`src/rtl/matrix_job_scheduler.sv`:
```
// Matrix job scheduler: buffers matrix-multiply descriptors written by the CPU
// and walks the accelerator through each one as a Wishbone master
// (program, start, poll, clear, retire), raising a sticky interrupt per job.
module matrix_job_scheduler #(
    parameter int FIFO_DEPTH = 4,
    parameter int MAX_DIM    = 8,
    parameter int POLL_GAP   = 16,
    parameter int TIMEOUT    = 4096
) (
    input  logic        clk,
    input  logic        reset,
    input  logic [31:0] s_adr_i,
    input  logic [31:0] s_dat_i,
    output logic [31:0] s_dat_o,
    input  logic        s_we_i,
    input  logic        s_stb_i,
    output logic        s_ack_o,
    output logic [31:0] m_adr_o,
    output logic [31:0] m_dat_o,
    input  logic [31:0] m_dat_i,
    output logic        m_we_o,
    output logic        m_stb_o,
    input  logic        m_ack_i,
    output logic        irq
);

    localparam int PTR_W  = $clog2(FIFO_DEPTH);
    localparam int CNT_W  = PTR_W + 1;
    localparam int GAP_W  = $clog2(POLL_GAP + 1);
    localparam int POLL_W = $clog2(TIMEOUT + 1);
    localparam logic [7:0] MAX_DIM_B = 8'(MAX_DIM);

    localparam logic [3:0] S_IDLE     = 4'd0;
    localparam logic [3:0] S_WR_A     = 4'd1;
    localparam logic [3:0] S_WR_B     = 4'd2;
    localparam logic [3:0] S_WR_C     = 4'd3;
    localparam logic [3:0] S_WR_M     = 4'd4;
    localparam logic [3:0] S_WR_N     = 4'd5;
    localparam logic [3:0] S_WR_P     = 4'd6;
    localparam logic [3:0] S_WR_START = 4'd7;
    localparam logic [3:0] S_GAP      = 4'd8;
    localparam logic [3:0] S_POLL     = 4'd9;
    localparam logic [3:0] S_WR_CLEAR = 4'd10;
    localparam logic [3:0] S_RETIRE   = 4'd11;

    typedef struct packed {
        logic [31:0] a;
        logic [31:0] b;
        logic [31:0] c;
        logic [23:0] dims;
    } desc_t;

    logic              ack_q;
    logic [31:0]       a_q, a_d, b_q, b_d, c_q, c_d;
    logic [23:0]       dims_q, dims_d;
    logic [PTR_W-1:0]  wr_ptr_q, wr_ptr_d, rd_ptr_q, rd_ptr_d;
    logic [CNT_W-1:0]  count_q, count_d;
    logic [3:0]        state_q, state_d;
    logic              stb_q, stb_d;
    logic [GAP_W-1:0]  gap_q, gap_d;
    logic [POLL_W-1:0] poll_q, poll_d;
    logic              job_to_q, job_to_d;
    logic              reject_q, reject_d;
    logic              tmo_q, tmo_d;
    logic              irq_q, irq_d;
    logic [15:0]       done_cnt_q, done_cnt_d;
    logic [7:0]        err_cnt_q, err_cnt_d;
    desc_t             mem_q [FIFO_DEPTH];

    logic [4:0]  adr;
    logic        wr_ev, full, empty, dims_ok, push_req, push_ok, pop, is_bus;
    logic [31:0] bus_adr, bus_dat;
    logic        bus_we;
    desc_t       head;
    logic        unused_ok;

    assign adr      = s_adr_i[4:0];
    assign wr_ev    = ack_q && s_we_i;
    assign full     = (count_q == CNT_W'(FIFO_DEPTH));
    assign empty    = (count_q == '0);
    assign dims_ok  = (dims_q[7:0] != 8'd0) && (dims_q[15:8] != 8'd0) && (dims_q[23:16] != 8'd0)
                   && (dims_q[7:0] <= MAX_DIM_B) && (dims_q[15:8] <= MAX_DIM_B)
                   && (dims_q[23:16] <= MAX_DIM_B);
    assign push_req = wr_ev && (adr == 5'h10);
    assign push_ok  = push_req && !full && dims_ok;
    assign pop      = (state_q == S_RETIRE);
    assign head     = mem_q[rd_ptr_q];
    assign unused_ok = ^s_adr_i[31:5];

    // Staging registers written by the CPU in the ack cycle.
    always_comb begin
        // NOTE: every output of a combinational block gets a default first so no latch is inferred.
        a_d    = a_q;
        b_d    = b_q;
        c_d    = c_q;
        dims_d = dims_q;
        if (wr_ev) begin
            case (adr)
                5'h00:   a_d    = s_dat_i;
                5'h04:   b_d    = s_dat_i;
                5'h08:   c_d    = s_dat_i;
                5'h0C:   dims_d = s_dat_i[23:0];
                default: ;
            endcase
        end
    end

    // FIFO pointers and occupancy; simultaneous push and pop leave count unchanged.
    always_comb begin
        wr_ptr_d = wr_ptr_q + (push_ok ? PTR_W'(1) : PTR_W'(0));
        rd_ptr_d = rd_ptr_q + (pop ? PTR_W'(1) : PTR_W'(0));
        count_d  = count_q;
        case ({push_ok, pop})
            2'b10:   count_d = count_q + CNT_W'(1);
            2'b01:   count_d = count_q - CNT_W'(1);
            default: ;
        endcase
    end

    // Master transaction contents for the current bus state.
    always_comb begin
        is_bus  = 1'b1;
        bus_we  = 1'b1;
        bus_adr = 32'h0;
        bus_dat = 32'h0;
        case (state_q)
            S_WR_A:     begin bus_adr = 32'h04; bus_dat = head.a; end
            S_WR_B:     begin bus_adr = 32'h08; bus_dat = head.b; end
            S_WR_C:     begin bus_adr = 32'h0C; bus_dat = head.c; end
            S_WR_M:     begin bus_adr = 32'h10; bus_dat = {24'h0, head.dims[7:0]}; end
            S_WR_N:     begin bus_adr = 32'h12; bus_dat = {24'h0, head.dims[15:8]}; end
            S_WR_P:     begin bus_adr = 32'h14; bus_dat = {24'h0, head.dims[23:16]}; end
            S_WR_START: begin bus_adr = 32'h00; bus_dat = 32'h1; end
            S_POLL:     begin bus_adr = 32'h16; bus_we = 1'b0; end
            S_WR_CLEAR: begin bus_adr = 32'h00; bus_dat = 32'h0; end
            default:    is_bus = 1'b0;
        endcase
    end

    // Job sequencer, strobe handshake, status flags and counters.
    always_comb begin
        state_d    = state_q;
        stb_d      = stb_q;
        gap_d      = gap_q;
        poll_d     = poll_q;
        job_to_d   = job_to_q;
        done_cnt_d = done_cnt_q;
        err_cnt_d  = err_cnt_q;
        reject_d   = reject_q;
        tmo_d      = tmo_q;
        irq_d      = irq_q;

        // CPU clears go first so that a set in the same cycle wins.
        if (wr_ev && adr == 5'h1C) begin
            if (s_dat_i[0]) irq_d = 1'b0;
            if (s_dat_i[1]) begin
                reject_d = 1'b0;
                tmo_d    = 1'b0;
            end
        end
        if (push_req && !push_ok) reject_d = 1'b1;

        if (state_q == S_WR_START) begin
            poll_d   = '0;
            job_to_d = 1'b0;
        end

        // A bus state idles one cycle with strobe low, then holds strobe until ack.
        if (is_bus) begin
            if (!stb_q) begin
                stb_d = 1'b1;
            end else if (m_ack_i) begin
                stb_d = 1'b0;
                case (state_q)
                    S_WR_A:     state_d = S_WR_B;
                    S_WR_B:     state_d = S_WR_C;
                    S_WR_C:     state_d = S_WR_M;
                    S_WR_M:     state_d = S_WR_N;
                    S_WR_N:     state_d = S_WR_P;
                    S_WR_P:     state_d = S_WR_START;
                    S_WR_START: begin state_d = S_GAP; gap_d = '0; end
                    S_POLL: begin
                        if (m_dat_i == 32'd2) begin
                            state_d = S_WR_CLEAR;
                        end else begin
                            poll_d = poll_q + POLL_W'(1);
                            if (poll_d == POLL_W'(TIMEOUT)) begin
                                tmo_d     = 1'b1;
                                job_to_d  = 1'b1;
                                err_cnt_d = err_cnt_q + 8'd1;
                                state_d   = S_WR_CLEAR;
                            end else begin
                                gap_d   = '0;
                                state_d = S_GAP;
                            end
                        end
                    end
                    default:    state_d = S_RETIRE;
                endcase
            end
        end else begin
            case (state_q)
                S_IDLE: if (!empty) state_d = S_WR_A;
                S_GAP: begin
                    if (gap_q == GAP_W'(POLL_GAP - 1)) state_d = S_POLL;
                    else                               gap_d   = gap_q + GAP_W'(1);
                end
                S_RETIRE: begin
                    if (!job_to_q) done_cnt_d = done_cnt_q + 16'd1;
                    irq_d   = 1'b1;
                    state_d = S_IDLE;
                end
                default: state_d = S_IDLE;
            endcase
        end
    end

    // State register with synchronous reset.
    always_ff @(posedge clk) begin
        // NOTE: sequential state is updated with non-blocking assignments only.
        if (reset) begin
            ack_q      <= 1'b0;
            a_q        <= '0;
            b_q        <= '0;
            c_q        <= '0;
            dims_q     <= '0;
            wr_ptr_q   <= '0;
            rd_ptr_q   <= '0;
            count_q    <= '0;
            state_q    <= S_IDLE;
            stb_q      <= 1'b0;
            gap_q      <= '0;
            poll_q     <= '0;
            job_to_q   <= 1'b0;
            reject_q   <= 1'b0;
            tmo_q      <= 1'b0;
            irq_q      <= 1'b0;
            done_cnt_q <= '0;
            err_cnt_q  <= '0;
        end else begin
            ack_q      <= s_stb_i && !ack_q;
            a_q        <= a_d;
            b_q        <= b_d;
            c_q        <= c_d;
            dims_q     <= dims_d;
            wr_ptr_q   <= wr_ptr_d;
            rd_ptr_q   <= rd_ptr_d;
            count_q    <= count_d;
            state_q    <= state_d;
            stb_q      <= stb_d;
            gap_q      <= gap_d;
            poll_q     <= poll_d;
            job_to_q   <= job_to_d;
            reject_q   <= reject_d;
            tmo_q      <= tmo_d;
            irq_q      <= irq_d;
            done_cnt_q <= done_cnt_d;
            err_cnt_q  <= err_cnt_d;
        end
    end

    // Descriptor storage; written on accepted push.
    always_ff @(posedge clk) begin
        // NOTE: the storage array is not reset; count and pointers alone define validity.
        if (push_ok) mem_q[wr_ptr_q] <= '{a: a_q, b: b_q, c: c_q, dims: dims_q};
    end

    // CPU read mux, driven only during a read ack.
    always_comb begin
        s_dat_o = 32'h0;
        if (ack_q && !s_we_i) begin
            case (adr)
                5'h00:   s_dat_o = a_q;
                5'h04:   s_dat_o = b_q;
                5'h08:   s_dat_o = c_q;
                5'h0C:   s_dat_o = {8'h0, dims_q};
                5'h14:   s_dat_o = {8'h0, err_cnt_q, 7'h0, tmo_q, reject_q,
                                    (state_q != S_IDLE), empty, full, 4'(count_q)};
                5'h18:   s_dat_o = {16'h0, done_cnt_q};
                5'h1C:   s_dat_o = {30'h0, reject_q | tmo_q, irq_q};
                default: s_dat_o = 32'h0;
            endcase
        end
    end

    assign s_ack_o = ack_q;
    assign m_stb_o = stb_q;
    assign m_adr_o = stb_q ? bus_adr : 32'h0;
    assign m_dat_o = stb_q ? bus_dat : 32'h0;
    assign m_we_o  = stb_q && bus_we;
    assign irq     = irq_q;

endmodule

```
`config.mk`:
```
export PLATFORM = sky130hd
export DESIGN_NAME = matrix_job_scheduler
export DESIGN_NICKNAME = d
export VERILOG_FILES = /design/src/rtl/matrix_job_scheduler.sv
export SDC_FILE = /design/constraint.sdc
export NUM_CORES = 1
export LEC_CHECK = 0
export ABC_AREA = 1
export BUFFER_PORTS_ARGS = -buffer_cell sky130_fd_sc_hd__clkbuf_2
export CAP_MARGIN = 20
export CORE_UTILIZATION = 54
export DETAILED_ROUTE_END_ITERATION = 7
export GPL_ROUTABILITY_DRIVEN = 0
export PLACE_DENSITY = 0.76
export SLEW_MARGIN = 25
export SYNTH_ARGS = -nofsm -noshare
export SYNTH_HDL_FRONTEND = slang
export SYNTH_SLANG_ARGS = --single-unit
```
`constraint.sdc`:
```
create_clock -name clk -period 8.9 [get_ports clk]
set_input_delay 1.78 -clock clk [delete_from_list [all_inputs] [get_ports clk]]
set_output_delay 1.78 -clock clk [all_outputs]
set_load 0.03 [all_outputs]
```
# Yosys cells after proc, flatten, opt, wreduce, memory -nomap -nowiden
# Memory sizes are Yosys's and may differ from the RTL's. A register that Yosys moved wholly into a read port is not among the register bits.
# Cells that the tools add are included.
[word_totals]
word_cells = 166
rom_bits = 0
in_bits = 101
n_memories = 1
latch_bits = 0
out_inout_bits = 100
register_bits = 179
mem_bits_rw = 480
[op_classes]
n_reduce_logical = 39
n_mux = 61
n_div = 0
magnitude_cmp = 3
n_eq_ne = 32
n_bitwise = 4
n_addsub = 8
shift = 0
n_mul = 0
[mem_list]
columns = ["memory", "words", "width", "rd", "rd_ports_with_merged_regs", "wr", "line_no", "rtl"]
rows = [
  ["mem_q", 4, 120, 1, 1, 1, "68", "desc_t mem_q [FIFO_DEPTH];"],
]
[ops]
columns = ["operator", "count"]
rows = [
  ["$pmux 32 s7", 2],
  ["$mux 32", 3],
  ["$mux 13", 6],
  ["$mux 5", 7],
  ["$pmux 5 s7", 1],
  ["$eq 32x2->1 const B", 1],
  ["$pmux 4 s8", 1],
  ["$mux 1", 30],
  ["$le 8x4->1 const B", 3],
  ["$reduce_bool 8->1", 3],
  ["$eq 5x5->1 const B", 4],
  ["$mux 4", 5],
  ["$add 16x1->16 const B", 1],
  ["$eq 4x3->1 const B", 4],
  ["$eq 4x4->1 const B", 4],
  ["$eq 5x4->1 const B", 3],
  ["$logic_and 1x1->1", 14],
  ["$add 13x1->13 const B", 1],
  ["$eq 13x13->1 const B", 1],
  ["$ne 3x3->1 const B", 4],
  ["$pmux 5 s2", 1],
  ["$reduce_and 2->1", 5],
  ["$reduce_or 9->1", 1],
  ["$add 8x1->8 const B", 1],
  ["27 further kinds", 41],
]

# Depth between registers and ports, before layout
[logic_depth]
word_depth = 11
depth_mapped = 17
mapped_depth_nobuf = 17

# Worst setup path before layout
# OpenSTA, ideal clock, no wires.
[synth_timing]
path_type = "input -> register"
start = "input s_adr_i[3]"
end = "memory mem_q[0][0] (netlist bit), enable pin"
setup_time_ps = 600
arrival_time_ps = 7807
t_required_ps = 8300
setup_slack_ps = 493
cell_stages = 10
n_path_buf = 0
cell_sequence = "nor2_1 inv_1 nor2_1 nand3_1 inv_1 o21ai_0 a221oi_1 nand3_1 or2_1 nor2_1"
[synth_via]
elab_chain_len = 6
[synth_lines]
columns = ["element", "line_no", "rtl"]
rows = [
  ["start: declaration", "12", "input logic [31:0] s_adr_i,"],
  ["$eq 5x5->1", "84", "assign push_req = wr_ev && (adr == 5'h10);"],
  ["$logic_and 1x1->1", "84", ""],
  ["$logic_and 1x1->1 (2 in series)", "85", "assign push_ok = push_req && !full && dims_ok;"],
  ["$mux 1", "265", "if (push_ok) mem_q[wr_ptr_q] <= '{a: a_q, b: b_q, c: c_q, dims: dims_q};"],
  ["$mux 1 (not written as such)", "265", ""],
  ["end: declaration", "68", ""],
]
# Every way passes these cells.

# Final worst setup path
[layout_timing]
start = "input s_adr_i[1]"
end = "output s_dat_o[22]"
[layout_via]
elab_chain_len = 3
word_cells_on_any_way = 9
cone_classes = "eq/ne: 6; mux: 2; reduce/logical: 1"
[layout_lines]
columns = ["element", "line_no", "rtl"]
rows = [
  ["$eq 5x5->1, or another cell as far along", "272", "case (adr)"],
  ["$pmux 32 s7 *", "272", ""],
  ["$mux 32 *", "271", "if (ack_q && !s_we_i) begin"],
  ["end: declaration", "14", "output logic [31:0] s_dat_o,"],
]
# Every way passes the cells marked *; elsewhere a longest branch is shown, timed or not.

==> flow_metrics.tcl <==
set metrics [dict create \
    nets 2930 \
    drt-pass1-iter-count 7 \
    fin_tns_setup_ns 0 \
    clock_sinks 659 \
    startpoint "s_adr_i[1]" \
    cp.required_ns 7.12 \
    min-delay-path-class "flip-flop to flip-flop" \
    grt_antenna_before_repair 9 \
    syn_to_final_growth_pct 12.9 \
    die_w_um 228 \
    fmax_mhz 157 \
    ioPinCount 201 \
    syn-cell-area_um2 27500 \
    fin_crit_ns 6.38 \
    place_hpwl_um 44400 \
    hold_viol_final 0 \
    routed-via-count 21600 \
    grt_pass1_wl_um 117000 \
    finalMaxSlewViolations 0 \
    rrSetupSlack_ns 4.90 \
    yosysUniqueCellTypes 45 \
    die_area_um2 51800 \
    hold_buffers 0 \
    ys_ff_latch 659 \
    p_comb_share_pct 7.5 \
    reg2reg_depth 8 \
    final_layout_size_suffix_gt1_share_pct 11.6 \
    cp-endpoint "s_dat_o[22]" \
    cts_setup_buffers 0 \
    leakage_nw 10.2 \
    vias_per_cell 6.08 \
    synthArstFlopShare_pct 0 \
    ctsResizeCount 0 \
    overflow 0 \
    initial_utilization_pct 54.8 \
    final_cells 3548 \
    outcome "complete, no violations" \
    vdd_drop_max_uv 219 \
    root_buffer "clkbuf_16" \
    power_switching_mw 1.53 \
    crit_fanout 20 \
    ys.flop_type "edfxtp_1" \
    crit_arrival_ns 4.60 \
    cts_max_path_buffers 3 \
    crit_path_start_kind "input pin" \
    power_density_nw_per_um2 216 \
    io_buffers 145 \
    synth_edf_count 480 \
    core-area_um2 50200 \
    cts_htree_levels 3 \
    wl_per_cell_um 21.8 \
    end_kind "output pin" \
    final_common_cell "nor2_1" \
    clk_latency_ns 0.60 \
    synth_top_cell_by_area "edfxtp_1" \
    drv_cap 0 \
    ys_seq_area_share_pct 65.4 \
    grt_max_degree 208 \
    mostFrequentLayoutCells "nor2_1, edfxtp_1, o21ai_0" \
    yosys-top-cells-area "edfxtp_1, dfxtp_1, nor2_1" \
    power_frac_seq_pct 48.9 \
    tightestPinTransition_ns 1.13 \
    synth_top_cell_area_share_pct 52.4 \
    final_util_pct 61.9 \
    synthCells 2725 \
    finalCritPeriodShare_pct 71.7 \
    synth_area_per_cell_um2 10.1 \
    fin_skew_ns 0.0295 \
    swShare_pct 22.8 \
    yosys_warnings 0 \
    setup_violations 0 \
    drc 0 \
    grt_pass1_vias 20700 \
    pwr-share-clk_pct 43.7 \
    internal_power_mw 5.18 \
    cts_tree "done" \
    grt_setup_unrepaired "false" \
    path_class "input pin to output pin" \
    dr.first_iter.drc_count 2629 \
    r2r-start "count_q[1]" \
    grt.total_usage_pct 29.5 \
    place_inst 3423 \
    die_h_um 228 \
    drtAntennaViolNets 0 \
    rows 82 \
    rr_endpoint "mem_q[0][106]" \
    clk_pin_slew_worst_paths_ns 0.06 \
    relSlewSlack_pct 24.5 \
    totalWireLength_um 77500 \
    cts_buffers 66 \
]
-- worst max-delay path, stage by stage --
cell,delay (ns)
clkbuf_2,0.08
nor2_2,0.26
inv_1,0.10
nor2_1,0.25
nand2_1,0.28
inv_1,0.74
nand2_1,0.13
a31oi_1,0.63
clkbuf_2,0.33
-- power groups by stage --
stage	clock, mW	combinational, mW	sequential (mW)
after global placement	0	0.480	3.34
after CTS	2.93	0.495	3.28
final	2.93	0.500	3.28
after floorplan	0	0.318	3.35
after detailed placement	0	0.491	3.35
after global routing	3.06	0.534	3.28
-- final cells by class --
type	count	area, um^2
fillers	3856	19100
flip-flops and latches	659	18000
multi-input cells	1763	8330
clock buffers	98	1990
repair buffers	179	993
well taps	672	841
inverters	150	573
clock inverters	21	310
diodes	6	15.0
-- flip-flops by register name (all words and copies together) (netlist names) --
name,count
poll_q,13
state_q,4
wr_ptr_q,2
err_cnt_q,8
rd_ptr_q,2
tmo_q,1
gap_q,5
c_q,32
count_q,3
done_cnt_q,16
s_ack_o,1
b_q,32
job_to_q,1
m_stb_o,1
dims_q,24
irq,1
mem_q,480
a_q,32
reject_q,1
-- stage by stage --
step / hold slack, ns / worst slack (ns) / power, mW / area [um^2]
2_1_floorplan: 0.436 / 0.493 / 3.66 / 27600
3_3_place_gp: 0.460 / 2.83 / 3.82 / 28700
3_5_place_dp: 0.478 / 2.77 / 3.84 / 28700
4_1_cts: 0.487 / 2.75 / 6.71 / 31000
5_1_grt: 0.509 / 2.47 / 6.87 / 31000
6_report: 0.487 / 2.52 / 6.71 / 31100
-- layer usage --
metal | share of wire, % | global-route usage (%)
met1 | 37 | 38.1
met5 | 0.088 | 0
met4 | 4.3 | 13.9
met2 | 46 | 47.2
met3 | 12 | 6.75
-- cell families after synthesis --
logic type	after synthesis	synth area share (%)
other	1	0.0136
flip-flops	659	65.4
buffers and inverters	330	4.95
adder cells (fa/ha/maj)	10	0.482
AO/OA/AOI/OAI	670	13.5
AND/OR/NAND/NOR	1047	15.4
XOR/XNOR	8	0.255
-- synthesized netlist by cell type (6+ instances only) --
| library cell | instances |
|---|---|
| edfxtp_1 | 480 |
| nand2_1 | 333 |
| nor3_1 | 15 |
| a221oi_1 | 19 |
| clkbuf_1 | 128 |
| o22ai_1 | 116 |
| nand3_1 | 79 |
| a211oi_1 | 8 |
| inv_1 | 142 |
| buf_2 | 12 |
| dfxtp_1 | 179 |
| a21oi_1 | 91 |
| a41oi_1 | 11 |
| o21ai_0 | 400 |
| a22o_1 | 8 |
| buf_4 | 28 |
| ha_1 | 9 |
| nor2_2 | 7 |
| nor2_1 | 568 |
| nand4_1 | 9 |
| buf_1 | 12 |
| inv_2 | 6 |
| nor4_1 | 14 |
| a31oi_1 | 8 |
-- how the worst min path moves through the flow --
| stage | cells after the start | end | startpoint |
|---|---|---|---|
| 6_report | 2 | done_cnt_q[13] | done_cnt_q[12] |
| 5_1_grt | 2 | done_cnt_q[13] | done_cnt_q[12] |
| 4_1_cts | 2 | done_cnt_q[13] | done_cnt_q[12] |
| 3_5_place_dp | 2 | done_cnt_q[13] | done_cnt_q[12] |
| 3_3_place_gp | 2 | done_cnt_q[13] | done_cnt_q[12] |
| 2_1_floorplan | 2 | done_cnt_q[13] | done_cnt_q[13] |
(Power assumes the default switching activity.)
